[src/rtl/fp_pkg.sv]
// Shared widths, state encoding and limit constants for the sign-magnitude to
// 8-bit float normalizer.
package fp_pkg;

  localparam int unsigned IN_W  = 13;
  localparam int unsigned EXP_W = 3;
  localparam int unsigned SIG_W = 4;
  localparam int unsigned MAG_W = IN_W - 1;

  localparam logic [EXP_W-1:0] EXP_MAX   = 3'd7;
  localparam logic [SIG_W-1:0] SIG_MAX   = 4'b1111;
  localparam logic [SIG_W-1:0] SIG_CARRY = 4'b1000;

  typedef enum logic [1:0] {
    IDLE  = 2'd0,
    SHIFT = 2'd1,
    ROUND = 2'd2,
    DONE  = 2'd3
  } state_t;

endpackage

[src/rtl/fp_round_unit.sv]
// Combinational rounding of the normalized significand, with carry into the
// exponent and saturation. FP_ROUND_EN selects round-half-up; otherwise truncate.
module fp_round_unit
  import fp_pkg::*;
(
  input  logic [SIG_W-1:0] f0,
  input  logic             r,
  input  logic [EXP_W-1:0] exp_in,
  input  logic             sat,
  output logic [EXP_W-1:0] exp_c,
  output logic [SIG_W-1:0] sig_c
);

`ifdef FP_ROUND_EN
  logic [SIG_W:0] sum;

  assign sum = {1'b0, f0} + {{SIG_W{1'b0}}, r};

  always_comb begin
    exp_c = exp_in;
    sig_c = sum[SIG_W-1:0];
    // A carry out of the significand renormalizes to 1000 one exponent up.
    if (sum[SIG_W]) begin
      if (exp_in == EXP_MAX) begin
        exp_c = EXP_MAX;
        sig_c = SIG_MAX;
      end else begin
        exp_c = exp_in + EXP_W'(1);
        sig_c = SIG_CARRY;
      end
    end
    if (sat) begin
      exp_c = EXP_MAX;
      sig_c = SIG_MAX;
    end
  end
`else
  logic unused_r;

  assign unused_r = r;

  always_comb begin
    exp_c = exp_in;
    sig_c = f0;
    if (sat) begin
      exp_c = EXP_MAX;
      sig_c = SIG_MAX;
    end
  end
`endif

endmodule

[src/rtl/fp_normalize_seq.sv]
// Sequential normalizer: one leading-zero shift per clock, then a rounding cycle,
// result held under valid/ready backpressure. Optional macro: FP_ROUND_EN.
module fp_normalize_seq
  import fp_pkg::*;
(
  input  logic             clk,
  input  logic             rst,
  input  logic             in_valid,
  output logic             in_ready,
  input  logic [IN_W-1:0]  in_signmag,
  output logic             out_valid,
  input  logic             out_ready,
  output logic             out_sign,
  output logic [EXP_W-1:0] out_exp,
  output logic [SIG_W-1:0] out_sig
);

  state_t           state_q, state_d;
  logic [MAG_W-1:0] mag_q, mag_d;
  logic [EXP_W-1:0] exp_q, exp_d;
  logic             sat_q, sat_d;
  logic             sign_q, sign_d;
  logic             ack_q, ack_d;
  logic             in_ready_q, in_ready_d;
  logic             out_valid_q, out_valid_d;
  logic             out_sign_q, out_sign_d;
  logic [EXP_W-1:0] out_exp_q, out_exp_d;
  logic [SIG_W-1:0] out_sig_q, out_sig_d;

  logic [EXP_W-1:0] rnd_exp_c;
  logic [SIG_W-1:0] rnd_sig_c;

  fp_round_unit u_round (
    .f0     (mag_q[MAG_W-2 -: SIG_W]),
    .r      (mag_q[MAG_W-2-SIG_W]),
    .exp_in (exp_q),
    .sat    (sat_q),
    .exp_c  (rnd_exp_c),
    .sig_c  (rnd_sig_c)
  );

  always_ff @(posedge clk or posedge rst) begin
    if (rst) begin
      state_q     <= IDLE;
      mag_q       <= '0;
      exp_q       <= '0;
      sat_q       <= 1'b0;
      sign_q      <= 1'b0;
      ack_q       <= 1'b0;
      in_ready_q  <= 1'b0;
      out_valid_q <= 1'b0;
      out_sign_q  <= 1'b0;
      out_exp_q   <= '0;
      out_sig_q   <= '0;
    end else begin
      state_q     <= state_d;
      mag_q       <= mag_d;
      exp_q       <= exp_d;
      sat_q       <= sat_d;
      sign_q      <= sign_d;
      ack_q       <= ack_d;
      in_ready_q  <= in_ready_d;
      out_valid_q <= out_valid_d;
      out_sign_q  <= out_sign_d;
      out_exp_q   <= out_exp_d;
      out_sig_q   <= out_sig_d;
    end
  end

  always_comb begin
    state_d     = state_q;
    mag_d       = mag_q;
    exp_d       = exp_q;
    sat_d       = sat_q;
    sign_d      = sign_q;
    ack_d       = ack_q;
    out_valid_d = out_valid_q;
    out_sign_d  = out_sign_q;
    out_exp_d   = out_exp_q;
    out_sig_d   = out_sig_q;

    case (state_q)
      IDLE: begin
        if (in_valid && in_ready_q) begin
          sign_d  = in_signmag[IN_W-1];
          mag_d   = in_signmag[MAG_W-1:0];
          exp_d   = EXP_MAX;
          sat_d   = in_signmag[MAG_W-1];
          state_d = in_signmag[MAG_W-1] ? ROUND : SHIFT;
        end
      end
      SHIFT: begin
        if (mag_q[MAG_W-2] || (exp_q == '0)) begin
          state_d = ROUND;
        end else begin
          mag_d = mag_q << 1;
          exp_d = exp_q - EXP_W'(1);
        end
      end
      ROUND: begin
        out_sign_d = sign_q;
        out_exp_d  = rnd_exp_c;
        out_sig_d  = rnd_sig_c;
        state_d    = DONE;
      end
      DONE: begin
        // Raise valid, hold until taken, then spend one cycle before re-arming.
        if (ack_q) begin
          ack_d   = 1'b0;
          state_d = IDLE;
        end else if (out_valid_q) begin
          if (out_ready) begin
            out_valid_d = 1'b0;
            ack_d       = 1'b1;
          end
        end else begin
          out_valid_d = 1'b1;
        end
      end
      default: state_d = IDLE;
    endcase

    in_ready_d = (state_d == IDLE);
  end

  assign in_ready  = in_ready_q;
  assign out_valid = out_valid_q;
  assign out_sign  = out_sign_q;
  assign out_exp   = out_exp_q;
  assign out_sig   = out_sig_q;

endmodule

[config.mk]
export PLATFORM = sky130hd
export DESIGN_NAME = fp_normalize_seq
export DESIGN_NICKNAME = d
export VERILOG_FILES = /design/src/rtl/fp_pkg.sv /design/src/rtl/fp_round_unit.sv /design/src/rtl/fp_normalize_seq.sv
export SDC_FILE = /design/constraint.sdc
export NUM_CORES = 1
export LEC_CHECK = 0
export ABC_AREA = 1
export BUFFER_PORTS_ARGS = -buffer_cell sky130_fd_sc_hd__clkbuf_2
export CORE_ASPECT_RATIO = 1.75
export CORE_MARGIN = 3
export CORE_UTILIZATION = 53
export DETAILED_ROUTE_END_ITERATION = 10
export HOLD_SLACK_MARGIN = 0.12
export PLACE_DENSITY = 0.78
export SETUP_SLACK_MARGIN = 0.5
export SKIP_LAST_GASP = 1
export SYNTH_ARGS = -nofsm -noshare
export SYNTH_HDL_FRONTEND = slang
export SYNTH_SLANG_ARGS = --single-unit
[constraint.sdc]
create_clock -name clk -period 2 [get_ports clk]
set_input_delay 0.2 -clock clk [delete_from_list [all_inputs] [get_ports clk]]
set_output_delay 0.2 -clock clk [all_outputs]
set_load 0.01 [all_outputs]
==> flow_summary.toml, run 1 <==
[floorplan]
num_io_pins = 27
die_y_um = 71.8
dieArea_um2 = 3130
row_count = 23
core_um2 = 2330
die_x_um = 43.6
start_util_pct = 56.3

[finish]
design_area_um2 = 1680
regArea_um2 = 726
nets = 216
layout_commonest_cell = "nand2_1"
syn_to_final_growth_pct = 28.1
multi_input_area_um2 = 537
final_cell_mix = "nand2_1 (60), dfrtp_1 (29), clkbuf_2 (26), inv_1 (14), nor2_1 (14)"
fillers = 168
diodes = 0
drive_above_1_share_pct = 24.9

[hold_path]
hold_end = "mag_q[0]"
whs_path_depth = 3
hp-class = "in2reg"
hold_start = "in_signmag[0]"

[clocking]
cts.sinks = 29
cts_tree = "built"
cts_max_level = 2
path_clk_slew_ns = 0.06
cts_buffers = 5
cts_root_buf = "clkbuf_8"
clockBufferDepth = 2
clock_insertion_delay_worst_skew_ns = 0.28

[sta]
finalCritPeriodShare_pct = 72.6
drv_slew = 0
hold_viol = 0
finClkSkew_ns = 0.00468
min_period_ns = 1.45
fmax_ghz = 0.688
fin_tns_setup_ns = 0
rsz0062_at_grt = "true"
relSlewSlack_pct = 63.7
tightest_slew_ns = 0.543
setup_viol = 0
layout_setup_ws_ns = 0.547

[routing]
first_iter_violations = 19
vias_per_cell = 5.13
vias = 1138
drtAntennaViolNets = 0
dr.pass1.iters = 4
routed_wl_um = 2690
drc = 0
wl_per_cell_um = 12.1

[global_routing]
grt_start_max_net_pins = 30
grt_pass1_vias = 1094
gr-usage-all-layers_pct = 19.6
grt.overflow.total = 0
grt_pass1_wl_um = 4510
antenna_found_initial = 0

[place]
place_area_um2 = 1460
port_buffers = 26
gp_congestion = 0.764
pre_cts_ws_ns = 0.315
dp_hpwl_um = 1860

[power_and_ir_drop]
ir_drop_mv = 0.798
leakage_nw = 0.875
power_density_nw_per_um2 = 1630

[synth]
yosysUniqueCellTypes = 17
synth-warning-count = 0
ys_seq_area_share_pct = 55.3
synthCells = 160
syn-num-nets = 179
ys_seq_elements = 29
avgSynthCellArea_um2 = 8.20
synth_area_um2 = 1310

[setup_path]
worstReg2RegEnd = "mag_q[5]"
crit_arrival_ns = 1.64
rrSetupSlack_ns = 0.55
cp-end-kind = "register"
cp_max_fo = 6
cp.required_ns = 2.19
critPathKind = "reg2reg"
startpoint_type = "register"
rr_worst_depth = 8
crit-reg2reg-launch = "exp_q[1]"

[flow_run]
maxCapViolCount = 0

[outcome]
status = "complete, no violations"
==> kinds of logic after synthesis <==
kind of cell,after synthesis,synth area share [%]
adder cells (fa/ha/maj),2,1.91
buffers and inverters,21,6.97
AND/OR/NAND/NOR,85,26.0
AO/OA/AOI/OAI,23,9.83
flip-flops,29,55.3
==> synth_stat cells <==
master,n,area [um2]
o21a_1,1,7.51
dfrtp_1,29,726
buf_2,1,5.00
a21o_1,1,7.51
nor2_4,1,11.3
nand3_1,4,20.0
a31oi_1,7,43.8
ha_1,2,25.0
buf_4,3,22.5
nor2_1,15,56.3
nand2_2,1,6.26
o21ai_0,14,70.1
nor2_2,1,6.26
nand2_1,62,233
inv_1,15,56.3
inv_2,2,7.51
nand3b_1,1,7.51
==> power breakdown <==
group | internal, mW | switching, mW
clock network | 0.272 | 0.205
registers | 0.857 | 0.152
logic | 0.519 | 0.738
==> area by class of cell <==
class	count	share of cell area [%]
clock buffers	7	5.14
inverters	17	3.95
flip-flops and latches	29	43.2
well taps	25	1.86
multi-input cells	110	32.0
repair buffers	34	13.9
==> registers in the layout, summed over array words and instances, names as in the netlist <==
register / cells
out_exp: 3
ack_q: 1
out_sig: 4
sign_q: 1
sat_q: 1
exp_q: 3
out_valid: 1
mag_q: 11
out_sign: 1
state_q: 2
in_ready: 1
==> metrics by stage <==
stage          utilization, %  power [mW]  hold slack [ns]  instances
5_1_grt                  72.0        2.99            0.177        222
3_3_place_gp             62.6        1.98            0.261        209
3_5_place_dp             62.6        2.02            0.280        209
2_1_floorplan               -        1.77            0.278        160
4_1_cts                  68.5        2.59            0.155        219
6_report                 72.0        2.74            0.157        222
==> worst max-delay path by stage <==
stage	startpoint	endpoint	cells after the start
3_3_place_gp	exp_q[0]	exp_q[1]	8
3_5_place_dp	exp_q[0]	mag_q[7]	8
5_1_grt	state_q[1]	out_exp[0]	4
4_1_cts	exp_q[0]	mag_q[7]	9
6_report	exp_q[1]	mag_q[5]	8
2_1_floorplan	exp_q[0]	mag_q[10]	10
==> critical path, cell delays in order, from the launching register on <==
cell and delay [ns]:
dfrtp_1 0.36, inv_1 0.12, ha_4 0.15, ha_4 0.14
nor2_4 0.04, nand2_2 0.10, nand2_4 0.10, clkbuf_16 0.17
o21ai_0 0.17
==> routing by layer <==
metal  track usage (%)  routed length [um]
met4              11.7                  77
met1              20.3                1070
met3              7.04                 133
met5                 0                   0
met2              32.5                1400
==> repair_timing <==
item,CTS,global route
endpoints found under the hold margin,30,0
hold buffers,2,0
gates cloned,0,1
gates resized for setup,3,13
setup endpoints to repair,12,14
pin swaps,2,3
setup buffers,1,2
No activity file was read; power rests on OpenSTA's default activity.
==> run 2: changes to the inputs <==
Clock period 2 ns to 1.5 ns, I/O delays scaled along.
==> run 2 against run 1 <==
Net effect:
- critical path depth grew 1
- global-route usage grew 3.2 points
- clock power increased by 29%
- maximum frequency is 4.8% higher
==> flow_summary.toml, run 2 (synthesized netlist as in run 1, its figures left out) <==
[outcome]
status = "complete, no violations"

[floorplan]
die_x_um = 43.6
core_um2 = 2330
dieArea_um2 = 3130
num_io_pins = 27
start_util_pct = 56.3
row_count = 23
die_y_um = 71.8

[flow_run]
maxCapViolCount = 0

[finish]
nets = 226
final_cell_mix = "nand2_1 (51), dfrtp_1 (27), clkbuf_2 (26), inv_1 (12), buf_4 (10)"
drive_above_1_share_pct = 41.8
layout_commonest_cell = "nand2_1"
syn_to_final_growth_pct = 44.9
diodes = 0
largest_reg_flops = 11
final_util_pct = 81.5
stdcell_count = 233
largest_register = "mag_q"
design_area_um2 = 1900

[sta]
hold_viol = 0
relSlewSlack_pct = 75.6
tightest_slew_ns = 0.366
setup_viol = 0
fmax_ghz = 0.722
drv_slew = 0
min_period_ns = 1.39
fin_tns_setup_ns = 0
finClkSkew_ns = 0.00692
rsz0062_at_grt = "true"
finalCritPeriodShare_pct = 92.4

[power_and_ir_drop]
intPower_mw = 2.54
total_power_mw = 4.36
combPwrFrac_pct = 53.7
p_clk_share_pct = 14.1
leakage_nw = 0.966
switching_power_mw = 1.82
ir_drop_mv = 1.28
power_frac_seq_pct = 32.2
p_sw_share_pct = 41.7
power_density_nw_per_um2 = 2290

[global_routing]
grt_pass1_wl_um = 5290
use_met1_pct = 24.5
grt_start_max_net_pins = 30
antenna_found_initial = 0
grtUsageMet3_pct = 5.28
top_usage_layer = "met2"
gr-usage-all-layers_pct = 22.7
grt.overflow.total = 0
grt_pass1_vias = 1197
use_met2_pct = 39.3

[routing]
dr.pass1.iters = 4
routed_wl_um = 3360
drc = 0
drtAntennaViolNets = 0
vias_per_cell = 5.28
first_iter_violations = 42
wl_per_cell_um = 14.4
vias = 1230

[setup_path]
cp-end-kind = "register"
cpMostUsedCell = "ha_4"
critPathSlowestCell = "dfrtp_1"
cp_max_fo = 8
crit_arrival_ns = 1.60
startpoint_type = "register"
cp.required_ns = 1.71
critPathKind = "reg2reg"
crit_chain = "inv_2 -> ha_4 -> ha_4 -> nor2_4 -> nand2_2 -> nand2_4 -> buf_12 -> nand2_1 -> o21ai_2"
critPathMaxStageDelay_ns = 0.37

[clocking]
cts_max_level = 2
cts_buffers = 5
cts_root_buf = "clkbuf_8"
cts_tree = "built"
clockBufferDepth = 2
clock_insertion_delay_worst_skew_ns = 0.28
path_clk_slew_ns = 0.06
cts.sinks = 29

[place]
place_area_um2 = 1530
port_buffers = 26
gp_congestion = 0.743
dp_hpwl_um = 1990
dpl.cell_count = 211

[hold_path]
hp-class = "in2reg"
run 2: cell count changes in the layout (fill, tap and decap cells not counted), moves of 3 or more:
| cell | change |
|---|---|
| o21ai_2 | +3 |
| nor2_4 | +6 |
| nand2_1 | -9 |
| nor2_2 | +3 |
| buf_4 | +7 |
| nand2_2 | +7 |
| nor2_1 | -9 |
run 2: critical path, delay by kind of cell (launching register included):
kind	cells	cell delay [ns]
buf+inv	2	0.20
flops	1	0.37
compound gates	1	0.06
fa+ha+maj	2	0.32
simple gates	4	0.35
run 2: cell type report:
class                   count  area, um2
repair buffers             44        349
clock buffers               6       72.6
inverters                  17       66.3
flip-flops and latches     29        728
clock inverters             2       10.0
well taps                  25       31.3
multi-input cells         110        643
fillers                   146        430
run 2: through the flow:
step | setup slack [ns] | hold WS, ns
CTS | 0.163 | 0.123
finish | 0.114 | 0.138
global route | 0.0436 | 0.141
floorplan | 0.218 | 0.228
detailed placement | 0.0831 | 0.218
global placement | 0.132 | 0.210
run 2: worst paths after layout:
kind                                 from         end  slack, ns  cells after the start
worst min-delay path            out_ready       ack_q       0.14                      3
worst max-delay path             exp_q[0]    mag_q[3]       0.11                      9
worst min register to register   mag_q[6]    mag_q[6]       0.49                      2
max in group asynchronous             rst  state_q[0]       0.74                      4
min in group asynchronous             rst    mag_q[1]       0.47                      4
worst max register to register   exp_q[0]    mag_q[3]       0.11                      9
run 2: power groups by stage:
stage | Clock, mW | Combinational [mW] | Sequential, mW
floorplan | 0 | 1.10 | 1.38
global placement | 0 | 1.48 | 1.35
finish | 0.613 | 2.34 | 1.40
detailed placement | 0 | 1.53 | 1.37
CTS | 0.619 | 1.89 | 1.37
global route | 0.655 | 2.57 | 1.45
run 2: repair_timing:
action | in CTS | in global routing
endpoints found under the hold margin | 30 | 0
pin swaps | 3 | 9
buffers inserted | 7 | 3
endpoints found under the setup margin | 28 | 29
hold buffers | 2 | 0
cloned | 1 | 1
gates resized for setup | 14 | 28
run 2: metal layers:
| layer | up-vias | part of all wire (%) |
|---|---|---|
| met5 | - | 0 |
| met4 | 0 | 2.6 |
| met2 | 43 | 58 |
| met1 | 580 | 36 |
| li1 | 596 | - |
| met3 | 11 | 3.9 |
